**config.mk**
```make
export PLATFORM = sky130hd
export DESIGN_NAME = symbol_aligner_flat
export DESIGN_NICKNAME = d
export VERILOG_FILES = /design/src/rtl/symbol_aligner_pkg.sv /design/src/rtl/symbol_aligner_if.sv /design/src/rtl/symbol_aligner_comma_search.sv /design/src/rtl/symbol_aligner.sv /design/src/flat_wrapper.sv
export SDC_FILE = /design/constraint.sdc
export NUM_CORES = 1
export LEC_CHECK = 0
export BUFFER_PORTS_ARGS = -buffer_cell sky130_fd_sc_hd__clkbuf_2
export CORE_ASPECT_RATIO = 1.1
export CORE_MARGIN = 10
export CORE_UTILIZATION = 45
export DETAILED_ROUTE_END_ITERATION = 12
export PLACE_DENSITY = 0.74
export SYNTH_ARGS = -nofsm -noshare
export SYNTH_HDL_FRONTEND = slang
export SYNTH_SLANG_ARGS = --single-unit
```
**constraint.sdc**
```tcl
create_clock -name clk -period 4.3 [get_ports clk]
set_input_delay 0.215 -clock clk [delete_from_list [all_inputs] [get_ports clk]]
set_output_delay 0.215 -clock clk [all_outputs]
set_load 0.01 [all_outputs]
```
**src/rtl/symbol_aligner_pkg.sv**
```systemverilog
// Shared constants and types for the 8b/10b K28.5 symbol aligner.
package symbol_align_pkg;

  localparam logic [9:0] K28P = 10'b0011111010;
  localparam logic [9:0] K28N = 10'b1100000101;

  typedef enum logic [1:0] {
    HUNT   = 2'd0,
    VERIFY = 2'd1,
    LOCKED = 2'd2
  } align_state_t;

  function automatic logic is_k28(input logic [9:0] sym);
    return (sym == K28P) || (sym == K28N);
  endfunction

endpackage

```
**src/rtl/symbol_aligner_if.sv**
```systemverilog
// Raw-word input and aligned-word output bundle of the symbol aligner.
interface symbol_aligner_if #(
  parameter int unsigned SYMS = 2
);
  localparam int unsigned W = 10 * SYMS;

  logic            in_valid;
  logic [W-1:0]    in_data;
  logic            out_valid;
  logic [W-1:0]    out_data;
  logic [SYMS-1:0] comma_mask;
  logic            locked;
  logic [3:0]      offset;
  logic            realign;

  modport master (
    output in_valid, in_data,
    input  out_valid, out_data, comma_mask, locked, offset, realign
  );

  modport slave (
    input  in_valid, in_data,
    output out_valid, out_data, comma_mask, locked, offset, realign
  );
endinterface

```
**src/rtl/symbol_aligner_comma_search.sv**
```systemverilog
// Combinational K28.5 search over all W bit positions; lowest position wins.
module comma_search
  import symbol_align_pkg::*;
#(
  parameter int unsigned SYMS = 2
) (
  // low W+9 bits of the {prev, in_data} window: every 10-bit slice starting at 0..W-1
  input  logic [10*SYMS+8:0] i_win,
  output logic               o_found,
  output logic [3:0]         o_o,
  output logic [5:0]         o_p
);
  localparam int unsigned W = 10 * SYMS;

  always_comb begin
    o_found = 1'b0;
    o_o     = '0;
    o_p     = '0;
    for (int unsigned i = 0; i < W; i++) begin
      if (!o_found && is_k28(i_win[i +: 10])) begin
        o_found = 1'b1;
        o_o     = 4'(i % 10);
        o_p     = 6'(i);
      end
    end
  end

endmodule

```
**src/rtl/symbol_aligner.sv**
```systemverilog
// 8b/10b symbol aligner: comma search, lock FSM and barrel shifter.
// Optional SYMBOL_ALIGNER_DBG_EN adds the misalign_cnt wrong-offset comma counter.
module symbol_aligner
  import symbol_align_pkg::*;
#(
  parameter int unsigned SYMS     = 2,
  parameter int unsigned LOCK_CNT = 3,
  parameter int unsigned LOSS_CNT = 4
) (
  input  logic              clk,
  input  logic              reset,
  symbol_aligner_if.slave   bus
`ifdef SYMBOL_ALIGNER_DBG_EN
  ,
  output logic [15:0]       misalign_cnt
`endif
);
  localparam int unsigned W      = 10 * SYMS;
  localparam logic [3:0]  LOCK_N = 4'(LOCK_CNT);
  localparam logic [3:0]  LOSS_N = 4'(LOSS_CNT);

  logic [W-2:0]    r_prev;
  align_state_t    r_state;
  logic [3:0]      r_cand;
  logic [3:0]      r_cnt;
  logic [3:0]      r_bad;
  logic [3:0]      r_offset;
  logic            r_realign;
  logic            r_out_valid;
  logic [W-1:0]    r_out_data;
  logic [SYMS-1:0] r_comma_mask;

  logic [2*W-2:0]  w_win;
  logic            w_found;
  logic [3:0]      w_o;
  logic [5:0]      w_p;
  align_state_t    w_state_nxt;
  logic [3:0]      w_cand_nxt;
  logic [3:0]      w_cnt_nxt;
  logic [3:0]      w_bad_nxt;
  logic [3:0]      w_offset_nxt;
  logic            w_lock_entry;
  logic [W-1:0]    w_aligned;
  logic [SYMS-1:0] w_mask;

  assign w_win = {r_prev, bus.in_data};

  comma_search #(.SYMS(SYMS)) u_search (
    .i_win   (w_win[W+8:0]),
    .o_found (w_found),
    .o_o     (w_o),
    .o_p     (w_p)
  );

  always_comb begin
    if (w_found) assert (w_o == 4'(w_p % 6'd10));
  end

  always_comb begin
    w_state_nxt  = r_state;
    w_cand_nxt   = r_cand;
    w_cnt_nxt    = r_cnt;
    w_bad_nxt    = r_bad;
    w_offset_nxt = r_offset;
    w_lock_entry = 1'b0;
    if (bus.in_valid && w_found) begin
      unique case (r_state)
        HUNT: begin
          if (LOCK_N == 4'd1) begin
            w_state_nxt  = LOCKED;
            w_offset_nxt = w_o;
            w_cnt_nxt    = '0;
            w_lock_entry = 1'b1;
          end else begin
            w_state_nxt = VERIFY;
            w_cand_nxt  = w_o;
            w_cnt_nxt   = 4'd1;
          end
        end
        VERIFY: begin
          if (w_o == r_cand) begin
            if (r_cnt + 4'd1 >= LOCK_N) begin
              w_state_nxt  = LOCKED;
              w_offset_nxt = r_cand;
              w_cnt_nxt    = '0;
              w_lock_entry = 1'b1;
            end else begin
              w_cnt_nxt = r_cnt + 4'd1;
            end
          end else begin
            w_cand_nxt = w_o;
            w_cnt_nxt  = 4'd1;
          end
        end
        LOCKED: begin
          if (w_o == r_offset) begin
            w_bad_nxt = '0;
          end else if (r_bad + 4'd1 >= LOSS_N) begin
            w_state_nxt = HUNT;
            w_bad_nxt   = '0;
          end else begin
            w_bad_nxt = r_bad + 4'd1;
          end
        end
        default: w_state_nxt = HUNT;
      endcase
    end
  end

  // Shift with the post-transition offset so the lock-completing word is already aligned.
  assign w_aligned = w_win[w_offset_nxt +: W];

  always_comb begin
    w_mask = '0;
    for (int unsigned k = 0; k < SYMS; k++) begin
      w_mask[k] = is_k28(w_aligned[10*k +: 10]);
    end
  end

  always_ff @(posedge clk) begin
    if (reset) begin
      r_prev       <= '0;
      r_state      <= HUNT;
      r_cand       <= '0;
      r_cnt        <= '0;
      r_bad        <= '0;
      r_offset     <= '0;
      r_realign    <= 1'b0;
      r_out_valid  <= 1'b0;
      r_out_data   <= '0;
      r_comma_mask <= '0;
    end else begin
      r_out_valid <= bus.in_valid && (w_state_nxt == LOCKED);
      r_realign   <= w_lock_entry && (w_offset_nxt != r_offset);
      if (bus.in_valid) begin
        r_prev       <= bus.in_data[W-2:0];
        r_state      <= w_state_nxt;
        r_cand       <= w_cand_nxt;
        r_cnt        <= w_cnt_nxt;
        r_bad        <= w_bad_nxt;
        r_offset     <= w_offset_nxt;
        r_out_data   <= w_aligned;
        r_comma_mask <= w_mask;
      end
    end
  end

`ifdef SYMBOL_ALIGNER_DBG_EN
  logic [15:0] r_misalign;

  always_ff @(posedge clk) begin
    if (reset) begin
      r_misalign <= '0;
    end else if (bus.in_valid && w_found && (r_state == LOCKED) &&
                 (w_o != r_offset) && (r_misalign != '1)) begin
      r_misalign <= r_misalign + 16'd1;
    end
  end

  assign misalign_cnt = r_misalign;
`endif

  assign bus.out_valid  = r_out_valid;
  assign bus.out_data   = r_out_data;
  assign bus.comma_mask = r_comma_mask;
  assign bus.locked     = (r_state == LOCKED);
  assign bus.offset     = r_offset;
  assign bus.realign    = r_realign;

endmodule

```
**src/flat_wrapper.sv**
```systemverilog
// flat-port wrapper written by rule: the top's interface ports become plain ports
module symbol_aligner_flat import symbol_align_pkg::*;
#(
  parameter int unsigned SYMS     = 2,
  parameter int unsigned LOCK_CNT = 3,
  parameter int unsigned LOSS_CNT = 4
)
  (clk, reset, bus_in_valid, bus_in_data, bus_out_valid, bus_out_data, bus_comma_mask, bus_locked, bus_offset, bus_realign);
  symbol_aligner_if #(.SYMS(SYMS)) bus_i ();
  input  logic clk;
  input  logic reset;
  input wire logic [$bits(bus_i.in_valid)-1:0] bus_in_valid;
  input wire logic [$bits(bus_i.in_data)-1:0] bus_in_data;
  output wire logic [$bits(bus_i.out_valid)-1:0] bus_out_valid;
  output wire logic [$bits(bus_i.out_data)-1:0] bus_out_data;
  output wire logic [$bits(bus_i.comma_mask)-1:0] bus_comma_mask;
  output wire logic [$bits(bus_i.locked)-1:0] bus_locked;
  output wire logic [$bits(bus_i.offset)-1:0] bus_offset;
  output wire logic [$bits(bus_i.realign)-1:0] bus_realign;
  assign bus_i.in_valid = bus_in_valid;
  assign bus_i.in_data = bus_in_data;
  assign bus_out_valid = bus_i.out_valid;
  assign bus_out_data = bus_i.out_data;
  assign bus_comma_mask = bus_i.comma_mask;
  assign bus_locked = bus_i.locked;
  assign bus_offset = bus_i.offset;
  assign bus_realign = bus_i.realign;
  symbol_aligner #(.SYMS(SYMS), .LOCK_CNT(LOCK_CNT), .LOSS_CNT(LOSS_CNT)) u_core (.clk(clk), .reset(reset), .bus(bus_i));
endmodule
```
==> results.txt <==
Power density over the cells -> 235 nW/um^2
Max-slew violation total from the final report -> 0
Outcome -> finished, violations left
Slack of the worst reg-to-reg path -> -0.34 ns
Area of the multi-input gates -> 4000 um^2
Commonest cells in the synthesized netlist -> sky130_fd_sc_hd__mux2i_1 (97), sky130_fd_sc_hd__nor2_1 (83), sky130_fd_sc_hd__dfxtp_1 (57), sky130_fd_sc_hd__nand2_1 (47), sky130_fd_sc_hd__a21oi_1 (26)
CTS tree -> yes
Max Clock Skew -> 0.00810 ns
Fin Hold WS -> 0.308 ns
Actual transition at the worst max-transition pin -> 0.797 ns
Clk pwr share -> 46.5%
Antenna cell count -> 0
Launching element type of the critical path -> register
First-pass detailed-route iteration total -> 5
Slowest CP cell -> sky130_fd_sc_hd__dfxtp_4
Cells along the critical path -> buf_6, nand4bb_4, buf_4, a2bb2oi_1, a2bb2oi_2, nor3_2, buf_4, o22ai_1, a41o_1, o211ai_1, nor4_4, buf_4, mux2i_4, buf_12, buf_12, buf_12, mux2i_4, mux2i_2, mux2i_2, buf_4, mux2i_2, nand2_1, o41a_1, o21ai_1
Number of cells on the worst hold path -> 3
Setup TNS -> -2.02 ns
Ratio of cells with drive above 1 in the final layout -> 41.6%
Flip-flop and latch area -> 1150 um^2
Half-perimeter wire length after detailed placement -> 13300 um
Largest net degree at the start of global routing -> 57
Startpoint of the worst register-to-register path -> u_core.r_prev[1]
Post-route DRC violation count -> 0
Number of antenna violations at the first check in global routing -> 0
Clk Latency, worst-skew pair -> 0.34 ns
Final critical delay including setup and external delays -> 4.64 ns
PortBufs -> 51
Synthesized netlist cell count -> 618
Proportion of synthesized area in mux cells -> 22.8%
Slowest Stage Delay on Critical Path -> 0.37 ns
Total Routing Usage GR -> 22.7%
Top area cells in the synthesized netlist -> sky130_fd_sc_hd__dfxtp_1 (23%), sky130_fd_sc_hd__mux2i_1 (20%), sky130_fd_sc_hd__nor2_1 (6.4%), sky130_fd_sc_hd__nand2_1 (3.6%), sky130_fd_sc_hd__a21oi_1 (2.7%)
Count of fill cells added during filler insertion -> 812
Arrival time of data at the critical path endpoint -> 4.90 ns
CTS clock-pin slew for the worst setup and hold paths -> 0.05 ns
Clock root buffer -> sky130_fd_sc_hd__clkbuf_16
Synthesized-area fraction occupied by xor and xnor cells -> 2.12%
Compound-Gate Fraction of Synth Area -> 14.2%
Post-synthesis instance area -> 4900 um^2
Cell occurring most often along the worst timing path -> sky130_fd_sc_hd__buf_4
Count of synthesis-stage warnings from yosys -> 0
Relative area change from synthesis to final layout -> 51.0%
Violated checks -> negative setup slack
Total number of placement rows -> 39
Post-Layout Cell Count -> 957
FFs w/ async S/R, synth -> 0%
Synth Flop Type -> sky130_fd_sc_hd__dfxtp_1
R2R cell count -> 24
Global-route wire length before repair -> 29000 um
Detailed-route vias per instance -> 6.16
Path type of the worst setup path -> reg -> reg
Maximum root-to-sink buffer count -> 2
EDFF count, synth -> 0
Level count of the clock H-tree -> 3
Launch point of the worst hold path -> bus_in_data[0]
Post-synthesis area per instance -> 7.93 um^2
Final hold violations -> 0
Vert. Die Dim -> 129 um
Adder and majority cell fraction of the synthesized area -> 0.766%
Average routed wire per standard cell -> 20.5 um
Relative slew margins -> 46.4%
Post-layout nets -> 835
Global-route congestion overflow total -> 0
Std-Cell Core Area -> 10500 um^2
Final setup violating endpoints -> 14
Kind of path behind the tightest hold check -> in -> reg
Count of distinct cell types in the synthesized netlist -> 74
Area leader, netlist -> sky130_fd_sc_hd__dfxtp_1
Clock buffers created by TritonCTS -> 9
Starting Density -> 46.5%
Logic gate share of total power -> 20.7%
Vias in the first global route -> 5841
Portion of the clock cycle consumed by the worst path in the final layout -> 108%
Sum of internal, switching and leakage power -> 1.74 mW
Vias -> 5898
Routability cong. -> 0.950
Required time worst endpoint -> 4.56 ns
Worst R2R End -> u_core.bus.comma_mask[1]
Hold endpoint -> u_core.r_prev[0]
Maximum clock frequency -> 0.216 GHz
Switching Fraction -> 28.7%
Sequential fraction of the synthesis area -> 23.3%
Total clock sinks -> 57
Pre-CTS setup slack -> -0.487 ns
Worst setup slack after layout -> -0.336 ns
Leakage -> 3.16 nW
Worst-case vdd ir drop -> 0.209 mV
RSZ-0062 raised after global routing -> yes
Most repeated cell in the gate-level netlist after synthesis -> sky130_fd_sc_hd__mux2i_1
Fraction of power consumed by sequential logic -> 32.8%
Synth top area share -> 23.3%
Final WL -> 19600 um
Antenna-violating nets left -> 0
Basic-gate share of the synthesized area counting and, or, nand and nor cells -> 31.2%
Total net switching power -> 498 uW
Count of routing violations after the opening detailed-route iteration -> 467
Io pins -> 52
Number of placed cells counting well taps -> 914
Die area -> 15500 um^2
Internal power contribution -> 1.24 mW
Max-capacitance violation count -> 0
Horizontal extent of the die -> 120 um
Crit Path Max Fanout -> 11
Crit end category -> register
Combinational family with the most area after synthesis -> simple AND/OR/NAND/NOR gates
Synth Net Count -> 644
Flops & latches, synth -> 57
## layer usage
metal / GRT usage, % / part of all wire (%)
met5: 0 / 0
met4: 12.7 / 4.4
met3: 4.65 / 7.1
met2: 39.4 / 50
met1: 25.5 / 39
## sequential cells by signal, summed over array words and instances (netlist names)
signal	count
u_core.r_state	2
u_core.bus.offset	4
u_core.bus.realign	1
u_core.r_cand	4
u_core.bus.out_valid	1
u_core.bus.comma_mask	2
u_core.r_bad	4
u_core.r_prev	15
u_core.r_cnt	4
u_core.bus.out_data	20
## cell usage in the layout (no fill, tap or decap), types with 7 or more instances in the layout
| master | count |
|---|---|
| sky130_fd_sc_hd__mux2i_1 | 56 |
| sky130_fd_sc_hd__buf_12 | 8 |
| sky130_fd_sc_hd__mux2i_4 | 19 |
| sky130_fd_sc_hd__mux2_4 | 9 |
| sky130_fd_sc_hd__dfxtp_1 | 53 |
| sky130_fd_sc_hd__clkbuf_16 | 9 |
| sky130_fd_sc_hd__mux2i_2 | 23 |
| sky130_fd_sc_hd__nand3_1 | 11 |
| sky130_fd_sc_hd__nor3b_1 | 8 |
| sky130_fd_sc_hd__a22oi_1 | 7 |
| sky130_fd_sc_hd__nand2_1 | 47 |
| sky130_fd_sc_hd__buf_4 | 162 |
| sky130_fd_sc_hd__a21oi_1 | 25 |
| sky130_fd_sc_hd__clkbuf_2 | 51 |
| sky130_fd_sc_hd__nor4_1 | 11 |
| sky130_fd_sc_hd__o21ai_0 | 8 |
| sky130_fd_sc_hd__nand4_1 | 18 |
| sky130_fd_sc_hd__nor2_1 | 81 |
| sky130_fd_sc_hd__nand3b_1 | 11 |
| sky130_fd_sc_hd__nor3_1 | 18 |
| sky130_fd_sc_hd__buf_6 | 8 |
| sky130_fd_sc_hd__nor2b_1 | 13 |
## worst max-delay path: cells and delay by family (launching register included)
family                 cells  cell delay (ns)
AO/OA/AOI/OAI              7             1.32
buffers and inverters      8             1.21
flip-flops                 1             0.37
multiplexers               5             1.09
AND/OR/NAND/NOR            4             0.58
## area by class of cell
class                   instances  share of cell area (%)
well taps                     143                    2.42
flip-flops and latches         57                    15.5
multi-input cells             505                    54.0
inverters                       7                   0.355
clock buffers                  10                    3.23
repair buffers                229                    23.3
clock inverters                 6                    1.20
## power groups by stage
stage | registers [mW] | clock network, mW | logic, mW
floorplan | 0.576 | 0 | 0.155
CTS | 0.568 | 0.805 | 0.317
detailed placement | 0.579 | 0 | 0.299
finish | 0.570 | 0.807 | 0.360
global route | 0.571 | 0.833 | 0.381
global placement | 0.578 | 0 | 0.295
## repair_timing
item / 4_1_cts / 5_1_grt
hold buffers: 0 / 0
resized for setup: 38 / 67
setup endpoints to repair: 19 / 20
pin swaps: 13 / 13
setup buffers: 14 / 13
## cells by family (layout without fill, tap and decap cells)
group	count (synthesis)	count (layout)
muxes	109	109
adders and majority gates	3	3
buffers and inverters	56	252
and+or+nand+nor	281	281
AOI/OAI and AO/OA	101	101
xor gates and xnor gates	11	11
DFF	57	57
## worst max path at each step
stage                                start                  endpoint  slack (ns)  depth (start not counted)
after floorplan           u_core.r_prev[1]  u_core.bus.comma_mask[1]       -0.01                         20
final                     u_core.r_prev[1]  u_core.bus.comma_mask[1]       -0.34                         24
after global placement    u_core.r_prev[0]  u_core.bus.comma_mask[1]       -0.38                         18
after detailed placement    bus_in_data[9]  u_core.bus.comma_mask[1]       -0.49                         19
after global routing      u_core.r_prev[0]  u_core.bus.comma_mask[0]       -0.52                         20
after CTS                 u_core.r_prev[1]  u_core.bus.comma_mask[0]       -0.18                         18
## stage by stage
| step | cell area [um^2] | util (%) |
|---|---|---|
| after floorplan | 4980 | - |
| after global placement | 6340 | 60.2 |
| after detailed placement | 6340 | 60.2 |
| after CTS | 6930 | 65.7 |
| after global routing | 7400 | 70.2 |
| final | 7400 | 70.2 |
Power figures use the tool's default switching activity.
